`config.mk`:
```
export PLATFORM = sky130hd
export DESIGN_NAME = kernel_dispatcher
export DESIGN_NICKNAME = d
export VERILOG_FILES = /design/src/rtl/gpu_pkg.sv /design/src/rtl/watchdog_timer.sv /design/src/rtl/kernel_dispatcher.sv
export SDC_FILE = /design/constraint.sdc
export NUM_CORES = 1
export LEC_CHECK = 0
export ABC_CLOCK_PERIOD_IN_PS = 3500
export CORE_ASPECT_RATIO = 2
export CORE_MARGIN = 5
export CORE_UTILIZATION = 45
export CTS_CLUSTER_SIZE = 40
export DETAILED_ROUTE_END_ITERATION = 6
export PLACE_DENSITY = 0.75
export SLEW_MARGIN = 20
export SYNTH_ARGS = -nofsm -noshare
export SYNTH_HDL_FRONTEND = slang
export SYNTH_HIERARCHICAL = 1
export SYNTH_SLANG_ARGS = --single-unit
```
`constraint.sdc`:
```
create_clock -name clk -period 3.5 [get_ports clk]
set_input_delay 0.7 -clock clk [delete_from_list [all_inputs] [get_ports clk]]
set_output_delay 0.7 -clock clk [all_outputs]
set_load 0.1 [all_outputs]
```
`src/rtl/gpu_pkg.sv`:
```
// rtl/gpu_pkg.sv - shared dispatch state encoding and default sizing for the kernel dispatcher
package gpu_pkg;

  localparam int DEFAULT_WIDTH           = 16;
  localparam int DEFAULT_WATCHDOG_CYCLES = 1024;

  typedef enum logic [2:0] {
    ST_IDLE    = 3'd0,
    ST_LAUNCH  = 3'd1,
    ST_RUN     = 3'd2,
    ST_ADVANCE = 3'd3,
    ST_FIN     = 3'd4
  } dispatch_state_t;

endpackage

```
`src/rtl/watchdog_timer.sv`:
```
// rtl/watchdog_timer.sv - per-thread RUN cycle counter; expired flags the last permitted cycle
module watchdog_timer #(
  parameter int CYCLES = gpu_pkg::DEFAULT_WATCHDOG_CYCLES
) (
  input  logic clk,
  input  logic reset,
  input  logic clear,
  input  logic enable,
  output logic expired
);

  localparam int              CW   = (CYCLES > 1) ? $clog2(CYCLES) : 1;
  localparam logic [CW-1:0]   LAST = CW'(CYCLES - 1);

  logic [CW-1:0] count_q, count_d;

  always_comb begin
    count_d = count_q;
    if (clear) begin
      count_d = '0;
    end else if (enable) begin
      count_d = count_q + CW'(1);
    end
  end

  always_ff @(posedge clk or posedge reset) begin
    if (reset) begin
      count_q <= '0;
    end else begin
      count_q <= count_d;
    end
  end

  assign expired = (count_q == LAST);

endmodule

```
`src/rtl/kernel_dispatcher.sv`:
```
// rtl/kernel_dispatcher.sv - walks a block x thread grid, launching the core once per thread
module kernel_dispatcher #(
  parameter int WIDTH           = gpu_pkg::DEFAULT_WIDTH,
  parameter int WATCHDOG_CYCLES = gpu_pkg::DEFAULT_WATCHDOG_CYCLES
) (
  input  logic             clk,
  input  logic             reset,
  input  logic             start,
  input  logic [WIDTH-1:0] num_blocks,
  input  logic [WIDTH-1:0] block_dim_in,
  input  logic [WIDTH-1:0] base_pc,
  input  logic             abort,
  input  logic             core_done,
  output logic             core_launch,
  output logic [WIDTH-1:0] core_pc,
  output logic [WIDTH-1:0] block_idx,
  output logic [WIDTH-1:0] block_dim,
  output logic [WIDTH-1:0] thread_idx,
  output logic             busy,
  output logic             done,
  output logic             err
);

  import gpu_pkg::*;

  dispatch_state_t  state_q, state_d;
  logic [WIDTH-1:0] num_blocks_q, num_blocks_d;
  logic [WIDTH-1:0] block_dim_q, block_dim_d;
  logic [WIDTH-1:0] core_pc_q, core_pc_d;
  logic [WIDTH-1:0] block_idx_q, block_idx_d;
  logic [WIDTH-1:0] thread_idx_q, thread_idx_d;
  logic             err_q, err_d;
  logic             wd_clear, wd_enable, wd_expired;
  logic             last_thread, last_block;

  watchdog_timer #(
    .CYCLES (WATCHDOG_CYCLES)
  ) u_watchdog (
    .clk     (clk),
    .reset   (reset),
    .clear   (wd_clear),
    .enable  (wd_enable),
    .expired (wd_expired)
  );

  assign last_thread = (thread_idx_q == block_dim_q - WIDTH'(1));
  assign last_block  = (block_idx_q == num_blocks_q - WIDTH'(1));

  always_comb begin
    state_d      = state_q;
    num_blocks_d = num_blocks_q;
    block_dim_d  = block_dim_q;
    core_pc_d    = core_pc_q;
    block_idx_d  = block_idx_q;
    thread_idx_d = thread_idx_q;
    err_d        = err_q;
    wd_clear     = 1'b0;
    wd_enable    = 1'b0;

    unique case (state_q)
      ST_IDLE: begin
        if (start) begin
          num_blocks_d = num_blocks;
          block_dim_d  = block_dim_in;
          core_pc_d    = base_pc;
          block_idx_d  = '0;
          thread_idx_d = '0;
          err_d        = 1'b0;
          state_d      = (num_blocks == '0 || block_dim_in == '0) ? ST_FIN : ST_LAUNCH;
        end
      end
      ST_LAUNCH: begin
        wd_clear = 1'b1;
        state_d  = ST_RUN;
      end
      ST_RUN: begin
        if (core_done) begin
          state_d = ST_ADVANCE;
        end else if (wd_expired) begin
          err_d   = 1'b1;
          state_d = ST_FIN;
        end else begin
          wd_enable = 1'b1;
        end
      end
      ST_ADVANCE: begin
        if (!last_thread) begin
          thread_idx_d = thread_idx_q + WIDTH'(1);
          state_d      = ST_LAUNCH;
        end else if (!last_block) begin
          thread_idx_d = '0;
          block_idx_d  = block_idx_q + WIDTH'(1);
          state_d      = ST_LAUNCH;
        end else begin
          state_d = ST_FIN;
        end
      end
      ST_FIN: begin
        state_d = ST_IDLE;
      end
      default: begin
        state_d = ST_IDLE;
      end
    endcase

    // Abort overrides whatever the state decided, including a same-cycle timeout.
    if (abort && state_q != ST_IDLE) begin
      state_d      = ST_IDLE;
      err_d        = err_q;
      block_idx_d  = block_idx_q;
      thread_idx_d = thread_idx_q;
      wd_enable    = 1'b0;
    end
  end

  always_ff @(posedge clk or posedge reset) begin
    if (reset) begin
      state_q      <= ST_IDLE;
      num_blocks_q <= '0;
      block_dim_q  <= '0;
      core_pc_q    <= '0;
      block_idx_q  <= '0;
      thread_idx_q <= '0;
      err_q        <= 1'b0;
    end else begin
      state_q      <= state_d;
      num_blocks_q <= num_blocks_d;
      block_dim_q  <= block_dim_d;
      core_pc_q    <= core_pc_d;
      block_idx_q  <= block_idx_d;
      thread_idx_q <= thread_idx_d;
      err_q        <= err_d;
    end
  end

  assign core_launch = (state_q == ST_LAUNCH);
  assign done        = (state_q == ST_FIN);
  assign busy        = (state_q != ST_IDLE);
  assign core_pc     = core_pc_q;
  assign block_idx   = block_idx_q;
  assign block_dim   = block_dim_q;
  assign thread_idx  = thread_idx_q;
  assign err         = err_q;

endmodule

```
# --- Word-level counts from Yosys, hierarchy flattened ---
# Cells that the tools add are included.
totals:
  regBits: 94
  in_bits: 53
  out_inout_bits: 68
  wordCells: 69
op_classes:
  addsub: 5
  eq_ne: 15
  mux: 26
  bitwise: 1
  reduce_logical: 14
ops:
  columns: ["operator", "n"]
  rows:
  - ["$mux 16", 5]
  - ["$pmux 16 s2", 2]
  - ["$add 16x1->16 const B", 2]
  - ["$eq 16x16->1", 2]
  - ["$logic_not 16->1", 2]
  - ["$sub 16x1->16 const B", 2]
  - ["$mux 3", 7]
  - ["$mux 10", 2]
  - ["$pmux 3 s4", 1]
  - ["$add 10x1->10 const B", 1]
  - ["$eq 10x10->1 const B", 1]
  - ["$reduce_and 5->1", 2]
  - ["$mux 1", 8]
  - ["$ne 2x2->1 const B", 4]
  - ["$eq 3x2->1 const B", 2]
  - ["$ne 3x3->1 const B", 2]
  - ["$reduce_bool 2->1", 3]
  - ["$ne 4x3->1 const B", 1]
  - ["$reduce_and 2->1", 2]
  - ["$reduce_and 4->1", 1]
  - ["$eq 3x1->1 const B", 1]
  - ["$eq 3x3->1 const B", 1]
  - ["$logic_not 3->1", 1]
  - ["$reduce_bool 3->1", 1]
  - ["other kinds (5)", 5]

# --- Logic depth before layout (Yosys ltp) ---
# Gate-level depths: netlist of the first run.
logic_depth:
  depth_word: 7
  depth_mapped: 12
  mapped_depth_nobuf: 10

# --- By module ---
# The synthesis of the first run kept the hierarchy.
modules_own_cells:
  columns: ["mod", "n_inst", "cells_per_inst", "area_each_um2"]
  rows:
  - ["kernel_dispatcher", 1, 621, 5152.4]
  - ["watchdog_timer", 1, 52, 519.2]

# --- Least setup slack after synthesis of the first run ---
# No wires, ideal clock.
synth_timing:
  path_kind: "flip-flop to output port"
  start: "register state_q[2]"
  end: "output done"
  t_arrival_ps: 2766
  required_time_ps: 2800
  slack_ps: 34
  stages_incl_launch_ff: 3
  n_path_buf: 1
  cell_sequence: "dfrtp_1 > clkbuf_1 > nor3b_1"
synth_via:
  elab_chain_cells: 1
synth_rtl:
  columns: ["element", "line_no", "rtl"]
  rows:
  - ["start: declaration", "kernel_dispatcher.sv:26", "dispatch_state_t state_q, state_d;"]
  - ["start signal: assignment", "kernel_dispatcher.sv:126", "state_q <= state_d;"]
  - ["$eq 3x3->1", "kernel_dispatcher.sv:137", "assign done = (state_q == ST_FIN);"]
  - ["end: declaration", "kernel_dispatcher.sv:20", "output logic done,"]
# No other way between the ends.

# --- Worst setup path in the final report of the first run ---
layout_timing:
  start: "register block_dim_q[2], in the netlist block_dim[2]"
  end: "register block_idx_q[13], in the netlist block_idx[13]"
layout_via:
  elab_chain_cells: 4
layout_rtl:
  columns: ["element", "line_no", "rtl"]
  rows:
  - ["start: declaration", "kernel_dispatcher.sv:28", "logic [WIDTH-1:0] block_dim_q, block_dim_d;"]
  - ["start signal: assignment", "kernel_dispatcher.sv:128", "block_dim_q <= block_dim_d;"]
  - ["$sub 16x1->16", "kernel_dispatcher.sv:46", "assign last_thread = (thread_idx_q == block_dim_q - WIDTH'(1));"]
  - ["$eq 16x16->1", "kernel_dispatcher.sv:46", null]
  - ["$ne 2x2->1 (no line)", null, null]
  - ["$reduce_and 5->1 (no line)", null, null]
  - ["end signal: assignment", "kernel_dispatcher.sv:130", "block_idx_q <= block_idx_d;"]
  - ["end: declaration", "kernel_dispatcher.sv:30", "logic [WIDTH-1:0] block_idx_q, block_idx_d;"]
# No other way between the ends.
# A chain may end at the register's enable or synchronous reset.

==> key figures, run 1 <==
GRT
  • GRT overflow: 0
  • Pin count of the biggest net entering global routing: 85
  • Vias in the first global route: 5526
  • Initial antenna violation count: 0
  • GRT Total Usage: 23.92%
  • Global-route wire length before repair: between 20 and 30 mm

Setup path
  • Crit path to: block_idx[13]$_DFFE_PP0P_
  • Crit-path slowest cell: a2111oi_2
  • Critical Path Source: block_dim[2]$_DFFE_PP0P_
  • Worst r2r src: block_dim[2]$_DFFE_PP0P_
  • Flop2flop setup slack: 0.16 ns
  • Worst setup EP type: flip-flop
  • Cell family with most CP delay: simple AND/OR/NAND/NOR gates
  • Crit-path max FO: 21
  • Startpoint Class: flip-flop
  • CP Data Required Time: roughly 3.8 ns
  • CP bufs+invs: 1
  • Worst flop-to-flop path endpoint: block_idx[13]$_DFFE_PP0P_
  • Cells along the critical path: or3_1 > or3_1 > a21boi_0 > o2111ai_1 > a2111oi_2 > a21oi_1 > buf_4 > or4_1 > a21oi_1
  • CP Class: flip-flop to flip-flop
  • Reg2reg path depth: 9
  • Stages on worst setup path: 9
  • Max stage delay on crit path: around 0.55 ns
  • Arr. time, crit path: 3.59 ns

Timing
  • Final period utilization: between 90 and 100%
  • Least-Margin Pin Slew: about 1 ns
  • Final worst path period need: 3.340 ns
  • Clock skew: 0.01200 ns
  • RSZ-0062 raised after global routing: true
  • Final hold vios: 0
  • Final setup TNS: 0 ns
  • Highest clock rate: 299.4 MHz
  • Rel. slew slack: 32.45%
  • Max Slew Vio Count: 0
  • Final Setup Violations: 0

Power
  • P_int: between 2000 and 3000 µW
  • Total power draw: 6419 µW
  • VDD IR max: approximately 1.1 mV
  • Clk pwr share: between 10% and 20%
  • Leak: 0.003204 µW
  • Switching part of the total power: between 50% and 60%
  • Power density over cell area: 884.2 nW/µm²
  • Logic gate share of total power: 57.6%
  • Share of power burned in registers: between 20% and 30%
  • Sw power: 3498 µW

Final layout
  • Ratio of cells with drive above 1 in the final layout: 14.63%
  • Storage element area: 2352 µm²
  • Antenna diodes: 0
  • Most frequent cells in the layout: 165 x nand2_1, 94 x dfrtp_1, 69 x clkdlybuf4s50_1, 69 x buf_4, 36 x nor2_1
  • Most common cell after layout, fill and taps aside: nand2_1
  • Final instance area: 7259 µm²
  • Multi-input gate area: about 3100 µm²
  • Nets: 846
  • Area grow syn2layout: 27.99%
  • Core Util, Final: 58.16%
  • Filler Cells Inserted: approximately 1100

Placed design
  • PortBufs: 120
  • DP Wirelength: about 14 mm
  • Placer Congestion: 0.9233
  • DP Area: 6959 µm²

Synthesis
  • Avg Inst Size Synth: roughly 8.4 µm²
  • Share of the yosys chip area belonging to registers: around 41%
  • Synth top area share: 41.47%
  • Post-Syn Nets: 731
  • Post-synthesis async set-or-reset flop share: 100.0%
  • Yosys reg bits: 94
  • Mapped Cells: 673
  • Top area cells in the synthesized netlist: dfrtp_1 41%, nand2_1 11%, xnor2_1 3.9%
  • Main synth FF type: dfrtp_1
  • Synthesized area: about 5700 µm²
  • Cell variety after synth: 65
  • Synth area leader: dfrtp_1
  • Syn. warnings: 6
  • EDFF count, synth: 0

Clock network
  • Root Driver: clkbuf_16
  • CTS H-tree lvls: 3
  • Clock Tree Buf Depth: 2
  • Setup Buffers After CTS: 0
  • CTS tree: yes
  • CTS Hold Bufs: 0
  • CTS clock-pin slew for the worst setup and hold paths: 0.07 ns
  • CTS Sinks: 94
  • Clock latency on the worst-skew pair: 0.34 ns
  • Cts bufs inserted: 9

Die
  • I/O Pins: about 120
  • Die width: 89.39 µm
  • Core area: 12480 µm²
  • Starting Density: between 40% and 50%
  • Die Ht: 168.8 µm
  • Die area: roughly 15000 µm²
  • Site Rows: 58

Drt
  • TritonRoute pass-1 iters: 5
  • Uppermost layer routed: met4
  • DR WL/cell: 18.53 µm
  • Post-DRT Antenna Nets: 0
  • Via count: 5528
  • Routed met2 length: about 9.9 mm
  • Met1 WL: around 6.0 mm
  • Vias/cell: 5.862
  • Final WL: 17.47 mm
  • Iteration-0 DRC Markers: ~240
  • DRC errors left: 0
  • Met3 wire len: 568 µm

Job
  • Max_cap viols: 0

Outcome
  • Status: complete, no violations

Worst hold path
  • HP Class: flip-flop to flip-flop
==> sequential cells by signal, summed over array words and instances (netlist names) <==
register and count:
block_dim 16, block_idx 16, core_pc 16, err 1, num_blocks_q 16, state_q 3, thread_idx 16, u_watchdog/count_q 10
==> metal layers <==
| layer | vias to the layer above | track usage (%) |
|---|---|---|
| li1 | 2629 | - |
| met1 | 2668 | 26.18 |
| met2 | 167 | 42.95 |
| met3 | 64 | 2.582 |
| met4 | 0 | 13.55 |
| met5 | - | 0 |
==> per-stage QoR <==
| stage | hold slack, ns | std cells | setup slack, ns |
|---|---|---|---|
| 2_1_floorplan | 0.4665 | 673 | 0.03436 |
| 3_3_place_gp | 0.4570 | 927 | 0.2701 |
| 3_5_place_dp | 0.4613 | 927 | 0.1036 |
| 4_1_cts | 0.4793 | 943 | 0.07210 |
| 5_1_grt | 0.5056 | 943 | -0.03082 |
| 6_report | 0.4750 | 943 | 0.1602 |
==> synthesized netlist by cell type, drive strengths merged (2+ instances only) <==
master	n
a211o	2
a211oi	3
a21oi	31
a221oi	2
a22oi	2
a32o	2
a32oi	2
and2	6
and3	13
buf	13
clkbuf	24
dfrtp	94
ha	5
inv	15
mux2	4
mux2i	4
nand2	165
nand2b	6
nand3	19
nand3b	2
nand4	18
nor2	37
nor2b	8
nor3	16
nor3b	4
nor4	18
o2111ai	3
o211ai	4
o21a	2
o21ai	21
o22ai	2
o31ai	23
or2	7
or3	11
or4	25
xnor2	25
xor2	19
==> final cells by class <==
cell class              instances  share of cell area (%)
multi-input cells             527                   42.93
inverters                      15                  0.7928
flip-flops and latches         94                   32.40
well taps                     150                   2.585
clock inverters                 5                  0.6032
clock buffers                  11                   3.206
repair buffers                141                   17.48
==> kinds of logic (layout without fill, tap and decap cells) <==
kind of cell             after synthesis  count (layout)  share of synthesized area [%]
XOR/XNOR                              45              45                          7.192
adder cells (fa/ha/maj)                5               5                          1.103
multiplexers                           8               8                          1.500
AND/OR/NAND/NOR                      361             361                          31.81
AO/OA/AOI/OAI                        108             108                          12.91
flip-flops                            94              94                          41.47
buffers and inverters                 52             172                          4.015
==> repair_timing <==
action / 4_1_cts / 5_1_grt
resized for setup: 0 / 4
setup endpoints to repair: 0 / 25
endpoints found under the hold margin: 0 / 0
==> worst min-delay path: cells and delay by family (launching register included) <==
family,cells,cell delay [ns]
DFF,1,0.34
and+or+nand+nor,2,0.10
==> power by group through the flow <==
stage	clock (µW)	sequential (µW)	combinational [µW]
2_1_floorplan	0	3000	1510
3_3_place_gp	0	1790	3650
3_5_place_dp	0	1810	3690
4_1_cts	944	1790	3700
5_1_grt	987	1850	3930
6_report	917	1800	3700
==> how the worst min path moves through the flow <==
stage / slack (ns) / cells past startpoint / endpoint / start
after global routing: 0.51 / 2 / core_pc[4]$_DFFE_PP0P_ / core_pc[4]$_DFFE_PP0P_
after CTS: 0.48 / 2 / core_pc[3]$_DFFE_PP0P_ / core_pc[3]$_DFFE_PP0P_
after global placement: 0.46 / 2 / core_pc[3]$_DFFE_PP0P_ / core_pc[3]$_DFFE_PP0P_
after detailed placement: 0.46 / 2 / core_pc[3]$_DFFE_PP0P_ / core_pc[3]$_DFFE_PP0P_
after floorplan: 0.47 / 2 / num_blocks_q[15]$_DFFE_PP0P_ / num_blocks_q[15]$_DFFE_PP0P_
final: 0.48 / 2 / core_pc[3]$_DFFE_PP0P_ / core_pc[3]$_DFFE_PP0P_
(Power assumes the default switching activity.)
==> inputs of run 2 (changes only) <==
CELL_PAD_IN_SITES_DETAIL_PLACEMENT = 0   (was default)
CELL_PAD_IN_SITES_GLOBAL_PLACEMENT = 2   (was default)
CORE_UTILIZATION = 27   (was 45)
PLACE_DENSITY = default   (was 0.75)
PLACE_DENSITY_LB_ADDON = 0.1   (was default)
==> run 2 against run 1 <==
Effect of this change:
- first-iteration DRC count down 25%
- clock skew up 0.0022 ns
- register-to-register slack better by 0.03 ns
- power up 3.2%
- maximum frequency up 1.0%
- wire length up 16%
- combinational power up 2%
- hold slack about the same
- setup slack better by 0.033 ns
- via count down 1.2%
- flip-flop and latch count unchanged
- sequential power about the same
==> key figures, run 2 (synthesized netlist as in run 1, its figures left out) <==
Clock network
  • CTS clock-pin slew for the worst setup and hold paths: 0.08 ns (was 0.07 ns)
  • CTS H-tree lvls: 3 (unchanged)
  • Root Driver: clkbuf_16 (unchanged)
  • Clock latency on the worst-skew pair: 0.37 ns (was 0.34 ns)
  • CTS tree: yes (unchanged)
  • Clock Tree Buf Depth: 2 (unchanged)
  • Cts bufs inserted: 9 (unchanged)
  • Setup Buffers After CTS: 0 (unchanged)
  • CTS Sinks: 94 (unchanged)

Placed design
  • DP Wirelength: 15.64 mm (was 13.62 mm)
  • PortBufs: 120 (unchanged)
  • Placer Congestion: 0.8708 (was 0.9233)

GRT
  • GRT Total Usage: 16.94% (was 23.92%)
  • Initial antenna violation count: 0 (unchanged)
  • Pin count of the biggest net entering global routing: 51 (was 85)
  • GRT overflow: 0 (unchanged)
  • Vias in the first global route: 5669 (was 5526)
  • Global-route wire length before repair: 31.84 mm (was 28.04 mm)

Die
  • Die area: 24180 µm² (was 15090 µm²)
  • Site Rows: 75 (was 58)
  • Starting Density: 27.23% (was 45.44%)
  • Die Ht: 215.0 µm (was 168.8 µm)
  • Core area: 20830 µm² (was 12480 µm²)
  • I/O Pins: 121 (unchanged)
  • Die width: 112.5 µm (was 89.39 µm)

Power
  • VDD IR max: 0.4777 mV (was 1.060 mV)
  • Leak: 0.003246 µW (was 0.003204 µW)
  • Power density over cell area: 887.2 nW/µm² (was 884.2 nW/µm²)

Worst hold path
  • Hold path depth: 2 (unchanged)
  • Hold Crit Start: core_pc[14]$_DFFE_PP0P_ (was core_pc[3]$_DFFE_PP0P_)
  • HP Class: flip-flop to flip-flop (unchanged)

Timing
  • Final setup TNS: 0 ns (unchanged)
  • Max Slew Vio Count: 0 (unchanged)
  • Highest clock rate: 302.4 MHz (was 299.4 MHz)
  • RSZ-0062 raised after global routing: false (was true)
  • Clock skew: 0.01422 ns (was 0.01200 ns)
  • Final hold vios: 0 (unchanged)
  • Hold slack: 0.4755 ns (was 0.4750 ns)
  • Rel. slew slack: 31.57% (was 32.45%)
  • Final period utilization: 94.48% (was 95.42%)
  • Final Setup Violations: 0 (unchanged)
  • Least-Margin Pin Slew: 1.023 ns (was 1.010 ns)
  • Final worst path period need: 3.307 ns (was 3.340 ns)

Final layout
  • Area grow syn2layout: 31.70% (was 27.99%)
  • Antenna diodes: 0 (unchanged)
  • Most common cell after layout, fill and taps aside: nand2_1 (unchanged)
  • Most frequent cells in the layout: 164 x nand2_1, 94 x dfrtp_1, 73 x buf_4 (was 165 x nand2_1, 94 x dfrtp_1, 69 x clkdlybuf4s50_1, 69 x buf_4, 36 x nor2_1)
  • Nets: 849 (was 846)
  • Ratio of cells with drive above 1 in the final layout: 15.22% (was 14.63%)

Setup path
  • CP Class: flip-flop to flip-flop (unchanged)
  • CP Data Required Time: 3.78 ns (was 3.75 ns)
  • Critical Path Source: block_dim[2]$_DFFE_PP0P_ (unchanged)
  • Crit-path max FO: 30 (was 21)
  • Reg2reg path depth: 9 (unchanged)
  • Worst r2r src: block_dim[2]$_DFFE_PP0P_ (unchanged)
  • Worst setup EP type: flip-flop (unchanged)
  • Arr. time, crit path: 3.59 ns (about the same)
  • Startpoint Class: flip-flop (unchanged)

Drt
  • Via count: 5464 (was 5528)
  • Vias/cell: 5.135 (was 5.862)
  • Post-DRT Antenna Nets: 0 (unchanged)
  • Final WL: 20.34 mm (was 17.47 mm)
  • DRC errors left: 0 (unchanged)
  • TritonRoute pass-1 iters: 4 (was 5)
  • Iteration-0 DRC Markers: 182 (was 244)
  • DR WL/cell: 19.12 µm (was 18.53 µm)

Job
  • Max_cap viols: 0 (unchanged)

Outcome
  • Status: complete, no violations (unchanged)
-- run 2: final cells by class --
| class | instances | area [µm²] |
|---|---|---|
| clock buffer | 11 | 252.7 |
| clock inverter | 4 | 52.55 |
| fill | 2245 | 13360 |
| inverter | 15 | 57.56 |
| multi-input combinational | 527 | 3129 |
| sequential | 94 | 2352 |
| tap | 269 | 336.6 |
| timing repair buffer | 144 | 1289 |
-- run 2: through the flow --
step	total power [µW]	instance area (µm²)	utilization, %	std cells	setup WS [ns]
2_1_floorplan	4510	5672	-	673	0.03436
3_3_place_gp	5585	7131	34.23	1049	0.1869
3_5_place_dp	5601	7131	34.23	1049	0.1217
4_1_cts	6693	7436	35.69	1064	0.07477
5_1_grt	7021	7470	35.86	1064	0.03021
6_report	6627	7470	35.86	1064	0.1932
-- run 2: layer usage --
layer,routed length [µm],up-vias,track usage (%),part of all wire [%]
li1,-,2621,-,-
met1,7375,2681,17.17,36
met2,11640,129,33.09,57
met3,751,33,2.983,3.7
met4,568,0,7.020,2.8
met5,0,-,0,0
-- run 2: path summary, 6_finish.rpt --
path,endpoint,slack (ns)
min in group asynchronous,u_watchdog/count_q[5]$_DFFE_PP0P_,0.69
max in group asynchronous,num_blocks_q[3]$_DFFE_PP0P_,1.99
setup reg to reg,thread_idx[3]$_DFFE_PP0P_,0.19
setup / recovery,thread_idx[3]$_DFFE_PP0P_,0.19
hold reg to reg,core_pc[14]$_DFFE_PP0P_,0.48
hold / removal,core_pc[14]$_DFFE_PP0P_,0.48
-- run 2: worst max-delay path: stages, from the launching register on --
cell and delay [ns]:
dfrtp_1 0.50, nor4_4 0.45, nand4_1 0.25, and3_1 0.26, o41ai_1 0.56, a2111oi_4 0.19, nor3b_2 0.22, buf_12 0.16
or4_1 0.46, a21oi_1 0.16
-- run 2: report_power, final --
part           internal [µW]  switching [µW]
clock                    594             467
combinational           1080            2680
sequential              1380             430
-- run 2: repair_timing --
action	4_1_cts	5_1_grt
endpoints found under the setup margin	0	26
gates resized for setup	0	5
hold buffers	0	0
==> inputs of run 3 (changes only) <==
CORE_UTILIZATION = 28   (was 27)
CTS_BUF_LIST = sky130_fd_sc_hd__clkbuf_8   (was default)
==> run 3 against run 2 <==
Effect of this change:
- register-to-register slack got worse by 0.04 ns
- via count grew 0.70%
- non-clock buffer count grew 7
- setup slack worse by 0.041 ns
- cell count about the same
- clock-buffer cell count did not move
- sequential share of layout area increased by 0.43 points
==> key figures, run 3 (synthesized netlist as in run 1, its figures left out) <==
Outcome
  • Status: complete, no violations (unchanged)

Power
  • VDD IR max: 0.5725 mV (was 0.4777 mV)
  • P_int: 2769 µW (was 3050 µW)
  • Switching part of the total power: 56.09% (was 53.97%)
  • Power density over cell area: 855.8 nW/µm² (was 887.2 nW/µm²)
  • Logic gate share of total power: 60.0% (was 56.8%)
  • Clk pwr share: 11.5% (was 16.0%)
  • Total power draw: 6306 µW (was 6627 µW)
  • Share of power burned in registers: 28.6% (was 27.2%)
  • Sw power: 3537 µW (was 3577 µW)
  • Leak: 0.003232 µW (was 0.003246 µW)

Final layout
  • Most common cell after layout, fill and taps aside: nand2_1 (unchanged)
  • Ratio of cells with drive above 1 in the final layout: 16.31% (was 15.22%)
  • Multi-input gate area: 3112 µm² (was 3129 µm²)
  • Core Util, Final: 37.01% (was 35.86%)
  • Area grow syn2layout: 29.91% (was 31.70%)
  • Antenna diodes: 0 (unchanged)
  • Filler Cells Inserted: 2154 (was 2245)
  • Storage element area: 2352 µm² (unchanged)
  • Most frequent cells in the layout: 164 x nand2_1, 94 x dfrtp_1, 83 x buf_4 (was 164 x nand2_1, 94 x dfrtp_1, 73 x buf_4)
  • Nets: 856 (was 849)

Clock network
  • CTS tree: yes (unchanged)
  • CTS clock-pin slew for the worst setup and hold paths: 0.10 ns (was 0.08 ns)
  • Cts bufs inserted: 9 (unchanged)
  • Root Driver: clkbuf_8 (was clkbuf_16)
  • CTS Sinks: 94 (unchanged)
  • CTS H-tree lvls: 3 (unchanged)
  • Clock Tree Buf Depth: 2 (unchanged)
  • Setup Buffers After CTS: 0 (unchanged)
  • Clock latency on the worst-skew pair: 0.39 ns (was 0.37 ns)

Drt
  • DRC errors left: 0 (unchanged)
  • TritonRoute pass-1 iters: 4 (unchanged)
  • Vias/cell: 5.166 (was 5.135)
  • Via count: 5502 (was 5464)
  • Post-DRT Antenna Nets: 0 (unchanged)
  • Final WL: 20.47 mm (was 20.34 mm)
  • Iteration-0 DRC Markers: 265 (was 182)
  • DR WL/cell: 19.22 µm (was 19.12 µm)

Timing
  • Final period utilization: 95.65% (was 94.48%)
  • Final Setup Violations: 0 (unchanged)
  • Final hold vios: 0 (unchanged)
  • Hold slack: 0.4851 ns (was 0.4755 ns)
  • Max Slew Vio Count: 0 (unchanged)
  • RSZ-0062 raised after global routing: false (unchanged)
  • Clock skew: 0.02219 ns (was 0.01422 ns)
  • Rel. slew slack: 33.32% (was 31.57%)
  • Least-Margin Pin Slew: 0.9971 ns (was 1.023 ns)
  • Highest clock rate: 298.7 MHz (was 302.4 MHz)
  • Final worst path period need: 3.348 ns (was 3.307 ns)
  • Final setup TNS: 0 ns (unchanged)

GRT
  • Initial antenna violation count: 0 (unchanged)
  • GRT overflow: 0 (unchanged)
  • Pin count of the biggest net entering global routing: 51 (unchanged)
  • GRT Total Usage: 17.53% (was 16.94%)
  • Global-route wire length before repair: 32.55 mm (was 31.84 mm)
  • Vias in the first global route: 5897 (was 5669)

Setup path
  • Crit-path max FO: 12 (was 30)
  • Startpoint Class: flip-flop (unchanged)
  • Crit-path slowest cell: nor2_1 (was o41ai_1)
  • Worst setup EP type: flip-flop (unchanged)
  • Max stage delay on crit path: 0.72 ns (was 0.56 ns)
  • Cell family with most CP delay: simple AND/OR/NAND/NOR gates (unchanged)
  • CP Data Required Time: 3.73 ns (was 3.78 ns)
  • Cells along the critical path: or4_4 > or4_4 > or3_1 > and3_4 > nand4_2 > nor2_1 > nor2_1 > a21oi_1 (was nor4_4 > nand4_1 > and3_1 > o41ai_1 > a2111oi_4 > nor3b_2 > buf_12 > or4_1 > a21oi_1)
  • CP bufs+invs: 0 (was 1)
  • CP Class: flip-flop to flip-flop (unchanged)
  • Arr. time, crit path: 3.58 ns (was 3.59 ns)

Worst hold path
  • HP Class: flip-flop to flip-flop (unchanged)

Die
  • Core area: 19910 µm² (was 20830 µm²)
  • Die width: 110.6 µm (was 112.5 µm)
  • Die area: 23380 µm² (was 24180 µm²)
  • Site Rows: 73 (was 75)
  • I/O Pins: 121 (unchanged)
  • Starting Density: 28.48% (was 27.23%)
  • Die Ht: 211.3 µm (was 215.0 µm)

Job
  • Max_cap viols: 0 (unchanged)

Placed design
  • DP Wirelength: 15.79 mm (was 15.64 mm)
  • Placer Congestion: 0.8891 (was 0.8708)
  • PortBufs: 120 (unchanged)
-- run 3: final timing paths --
check,slack (ns),end,cells after the start,startpoint
worst max-delay path,0.15,thread_idx[2]$_DFFE_PP0P_,8,num_blocks_q[0]$_DFFE_PP0P_
worst min register to register,0.49,core_pc[13]$_DFFE_PP0P_,2,core_pc[13]$_DFFE_PP0P_
max in group asynchronous,1.94,core_pc[4]$_DFFE_PP0P_,3,reset
min in group asynchronous,0.67,u_watchdog/count_q[4]$_DFFE_PP0P_,2,reset
worst max register to register,0.15,thread_idx[2]$_DFFE_PP0P_,8,num_blocks_q[0]$_DFFE_PP0P_
worst min-delay path,0.49,core_pc[13]$_DFFE_PP0P_,2,core_pc[13]$_DFFE_PP0P_
-- run 3: repair_timing --
action	CTS	global route
gates resized for setup	0	3
hold endpoints to repair	0	0
hold buffers	0	0
setup endpoints to repair	0	5
-- run 3: cell type report --
class	count	share of cell area (%)
inverters	15	0.7811
flip-flops and latches	94	31.92
clock buffers	11	2.055
well taps	262	4.449
multi-input cells	527	42.23
repair buffers	151	18.10
clock inverters	5	0.4585
-- run 3: power by group through the flow --
stage                     Sequential (µW)  Combinational (µW)  Clock, µW
after floorplan                      3000                1510          0
after global placement               1810                3780          0
after detailed placement             1830                3810          0
after CTS                            1810                3820        754
after global routing                 1860                4050        802
final                                1800                3780        722
-- run 3: through the flow --
stage | instance area (µm²) | worst slack [ns] | std cells
3_5_place_dp | 7167 | 0.1417 | 1049
6_report | 7368 | 0.1522 | 1065
3_3_place_gp | 7167 | 0.1979 | 1049
4_1_cts | 7352 | 0.1407 | 1065
5_1_grt | 7368 | 0.04591 | 1065
2_1_floorplan | 5672 | 0.03436 | 673
-- run 3: worst register-to-register path, cell delays in order, from the launching register on --
cell     delay, ns
dfrtp_1       0.45
or4_4         0.59
or4_4         0.54
or3_1         0.40
and3_4        0.19
nand4_2       0.13
nor2_1        0.10
nor2_1        0.72
a21oi_1       0.09
-- run 3: routing by layer --
metal | GRT usage (%) | share of wire [%] | vias up
met5 | 0 | 0 | -
met3 | 2.695 | 3.0 | 23
li1 | - | - | 2638
met4 | 6.122 | 2.4 | 0
met2 | 35.23 | 58 | 118
met1 | 18.00 | 37 | 2723
